[config.mk]
export PLATFORM = sky130hd
export DESIGN_NAME = iob_ram_sp_be_ctrl
export DESIGN_NICKNAME = d
export VERILOG_FILES = /design/src/rtl/iob_ram_sp_be.sv
export SDC_FILE = /design/constraint.sdc
export NUM_CORES = 1
export LEC_CHECK = 0
export ABC_AREA = 1
export ABC_CLOCK_PERIOD_IN_PS = 4600
export CAP_MARGIN = 20
export CORE_ASPECT_RATIO = 2
export CORE_MARGIN = 3
export CORE_UTILIZATION = 25
export CTS_CLUSTER_SIZE = 10
export DETAILED_ROUTE_END_ITERATION = 12
export GPL_ROUTABILITY_DRIVEN = 0
export GPL_TIMING_DRIVEN = 0
export MAX_ROUTING_LAYER = met4
export PLACE_DENSITY_LB_ADDON = 0.25
export SYNTH_ARGS = -nofsm -noshare
export SYNTH_HDL_FRONTEND = slang
export SYNTH_SLANG_ARGS = --single-unit
[constraint.sdc]
create_clock -name clk -period 4.6 [get_ports clk]
set_input_delay 0.92 -clock clk [delete_from_list [all_inputs] [get_ports clk]]
set_output_delay 0.92 -clock clk [all_outputs]
set_load 0.005 [all_outputs]
[src/rtl/iob_ram_sp_be.sv]
// iob_ram_sp_be_ctrl: valid/ready request front-end for the single-port
// byte-enable RAM (read-first, 1-cycle read latency). Requests become RAM
// strobes combinationally. Read data comes back one cycle later and is
// captured into a 3-entry response buffer.
//
// Flow control is credit based. A read holds a credit from the moment it is
// accepted until its response is popped. With 3 credits, a buffer slot is
// always free when data returns. Because req_ready depends only on local
// registers, there is no combinational path from rsp_ready to req_ready.

module iob_ram_sp_be_ctrl #(
  parameter int ADDR_W = 10,
  parameter int DATA_W = 32
) (
  input  logic                clk,
  input  logic                rst_n,
  input  logic                req_valid,
  output logic                req_ready,
  input  logic [ADDR_W-1:0]   req_addr,
  input  logic [DATA_W-1:0]   req_wdata,
  input  logic [DATA_W/8-1:0] req_wstrb,
  output logic                rsp_valid,
  input  logic                rsp_ready,
  output logic [DATA_W-1:0]   rsp_rdata,
  output logic                busy,
  output logic                mem_en,
  output logic [DATA_W/8-1:0] mem_we,
  output logic [ADDR_W-1:0]   mem_addr,
  output logic [DATA_W-1:0]   mem_din,
  input  logic [DATA_W-1:0]   mem_dout
);

  localparam int STRB_W = DATA_W / 8;

  logic              init_done;
  logic              rd_pend;
  logic [1:0]        wr_ptr;
  logic [1:0]        rd_ptr;
  logic [1:0]        occ;
  logic [DATA_W-1:0] fifo_mem [0:2];

  logic              acc;
  logic              rd_acc;
  logic              push;
  logic              pop;
  logic [2:0]        credit_used;

  // The buffer has 3 slots, so a pointer wraps from 2 back to 0.
  function automatic logic [1:0] ptr_inc(input logic [1:0] p);
    return (p == 2'd2) ? 2'd0 : p + 2'd1;
  endfunction

  // Credits in use: reads already buffered plus the one still coming back from the RAM.
  assign credit_used = {1'b0, occ} + {2'b00, rd_pend};
  assign req_ready   = init_done & (credit_used < 3'd3);

  assign acc    = req_valid & req_ready;
  assign rd_acc = acc & (req_wstrb == {STRB_W{1'b0}});
  assign push   = rd_pend;
  assign pop    = rsp_valid & rsp_ready;

  assign mem_en   = acc;
  assign mem_we   = acc ? req_wstrb : {STRB_W{1'b0}};
  assign mem_addr = req_addr;
  assign mem_din  = req_wdata;

  assign rsp_valid = (occ != 2'd0);
  assign rsp_rdata = fifo_mem[rd_ptr];
  assign busy      = rd_pend | (occ != 2'd0);

  // Hold off requests for the first edge after reset is released.
  always_ff @(posedge clk or negedge rst_n) begin
    if (!rst_n) init_done <= 1'b0;
    else        init_done <= 1'b1;
  end

  // Mark that the RAM will present read data during the next cycle.
  always_ff @(posedge clk or negedge rst_n) begin
    if (!rst_n) rd_pend <= 1'b0;
    else        rd_pend <= rd_acc;
  end

  // Buffer pointers and occupancy. A push and a pop in the same cycle cancel out.
  always_ff @(posedge clk or negedge rst_n) begin
    if (!rst_n) begin
      wr_ptr <= 2'd0;
      rd_ptr <= 2'd0;
      occ    <= 2'd0;
    end else begin
      if (push) wr_ptr <= ptr_inc(wr_ptr);
      if (pop)  rd_ptr <= ptr_inc(rd_ptr);
      case ({push, pop})
        2'b10:   occ <= occ + 2'd1;
        2'b01:   occ <= occ - 2'd1;
        default: occ <= occ;
      endcase
    end
  end

  // Capture the RAM's read data into the slot at the write pointer.
  always_ff @(posedge clk) begin
    if (push) fifo_mem[wr_ptr] <= mem_dout;
  end

endmodule

==> flow_summary.toml <==
[die]
die_w_um = 98.0
die_y_um = 190
die_area_um2 = 18600
design.core.area_um2 = 16400
rows = 66
io_pins = 164
start_util_pct = 25.8

[power]
p_leak_uw = 0.00228
total_power_uw = 2720
max-vdd-ir-drop_v = 0.000216
powerDensity_nw_per_um2 = 452

[timing]
hold_viol = 0
period_minus_slack_ns = 3.21
slew_headroom_pct = 45.1
drv_slew = 0
finalCritPeriodShare_pct = 69.8
final.setup.tns_ns = 0
rsz0062_at_grt = "no"
tightest_slew_ns = 0.822
max_freq_ghz = 0.311
skew_ns = 0.00654
setup_viol = 0

[cells_and_area]
drive_above_1_share_pct = 15.3
antennaDiodeCount = 0
final_common_cell = "clkdlybuf4s50_1"
finalInstanceArea_um2 = 6010
final_util_pct = 36.6
area_delta_synth_final_pct = 41.9
fin_cells = 681
fillers = 1594
final_cell_mix = "121 x clkdlybuf4s50_1, 109 x nand2_1, 96 x edfxtp_1"
fin_nets = 558

[global_route]
grt_pass1_vias = 3004
grt_pass1_wl_mm = 15.6
grt_max_degree = 33
grtUsageTotal_pct = 11.3
gr-total-overflow = 0
antenna_found_initial = 0

[logic_synthesis]
ys_types = 17
syn_inst = 338
yosysTopAreaCell = "edfxtp_1"
synth_edf_count = 96
ys_seq_elements = 104
synthFlopType = "edfxtp_1"
synth_top_cell_area_share_pct = 68.1
synth.area.top_cells = "edfxtp_1 68%, nand2_1 9.7%, buf_4 7.6%"
ys_async_sr_fraction_pct = 7.69
syn_avg_cell_area_um2 = 12.5
ys_seq_area_share_pct = 72.8
syn_area_um2 = 4240
yosysWarnings = 0
syn-num-nets = 423

[worst_hold_path]
hold_class = "reg2reg"

[critical_path]
cp.arrival_ns = 2.29
cp_max_fo = 6
critPathCaptureType = "output pin"
critPathLaunchType = "input pin"
critPathKind = "in2out"
cp.required_ns = 3.68

[clock_tree]
post_cts_buffers = 0
cts_hold_buf = 0
numCtsBuffers = 9
cts_buffer_depth = 2
htreeDepth = 3
cts_tree = "done"
cts_root_buffer = "clkbuf_16"
clock_sinks = 104
path_clk_slew_ns = 0.06
clock_latency_ns = 0.34
ctsResizeCount = 0

[outcome]
status = "finished, final reports clean"

[route]
vias = 2877
drtIter0Drc = 120
wl_per_cell_um = 14.5
antenna_left = 0
wirelength_mm = 9.88
via_per_inst = 4.22
route.detailed.drc = 0
dr.pass1.iters = 4

[placed_design]
dpl_cell_area_um2 = 5740
port-buffer-count = 121
dpl.cell_count = 666
dp_hpwl_mm = 7.17

[flow_run]
maxCapViolCount = 0
## cells in the mapped netlist, types with 3 or more instances
cell      number
buf_2          7
buf_4         43
dfrtp_1        8
edfxtp_1      96
ha_1           3
inv_1         17
nand2_1      109
nand3_1       37
nand4_1        3
nor2_1         5
## cell type report
class	count	area, um2	area share (%)
flip-flops and latches	104	3080	51.3
repair buffers	124	1240	20.7
multi-input cells	164	724	12.1
plain buffers	52	365	6.08
well taps	204	255	4.25
clock buffers	10	229	3.81
inverters	18	67.6	1.12
clock inverters	5	41.3	0.687
## state kept, by name, indices dropped and copies added (netlist names)
signal	count
fifo_mem	96
occ	2
wr_ptr	2
rd_ptr	2
init_done	1
push	1
## where the power goes
group / internal [uW] / total (uW) / switching (uW)
sequential: 1060 / 1080 / 22.6
combinational: 494 / 940 / 446
clock: 371 / 693 / 323
## through the flow
step                      setup WS, ns  hold slack [ns]
after floorplan                   1.43            0.468
after global placement          -0.650            0.510
after detailed placement          1.38            0.515
after CTS                         1.38            0.529
after global routing              1.30            0.557
final                             1.39            0.521
## worst paths after layout
kind | start | cells past startpoint | endpoint | slack (ns)
min in group asynchronous | rst_n | 1 | occ[1]$_DFFE_PN0P_ | 0.87
min reg2reg | occ[1]$_DFFE_PN0P_ | 2 | occ[1]$_DFFE_PN0P_ | 0.52
min | occ[1]$_DFFE_PN0P_ | 2 | occ[1]$_DFFE_PN0P_ | 0.52
max in group asynchronous | rst_n | 1 | rd_ptr[0]$_DFFE_PN0P_ | 3.46
max reg2reg | push$_DFF_PN0_ | 4 | fifo_mem[2][20]$_DFFE_PP_ | 2.68
max | req_valid | 4 | mem_we[2] | 1.39
## critical path, stage by stage
cell and delay [ns]:
clkdlybuf4s50_1 0.46, nand4_1 0.22, nor2_1 0.17, clkdlybuf4s50_1 0.52
## per-layer routing
| metal | part of all wire [%] | GRT usage [%] | up-vias |
|---|---|---|---|
| met5 | 0 | - | - |
| met4 | 2.5 | 5.49 | 0 |
| met3 | 7.6 | 2.83 | 13 |
| met2 | 55 | 20.7 | 139 |
| met1 | 35 | 10.7 | 1360 |
| li1 | - | - | 1365 |
## kinds of logic (layout without fill, tap and decap cells)
kind of cell,Yosys count,after routing,share of synthesized area [%]
flip-flops,104,104,72.8
buffers and inverters,70,209,10.2
other,1,1,0.0885
adder cells (fa/ha/maj),3,3,0.886
AND/OR/NAND/NOR,157,157,15.6
XOR/XNOR,1,1,0.207
AO/OA/AOI/OAI,2,2,0.236
Power figures use the tool's default switching activity.
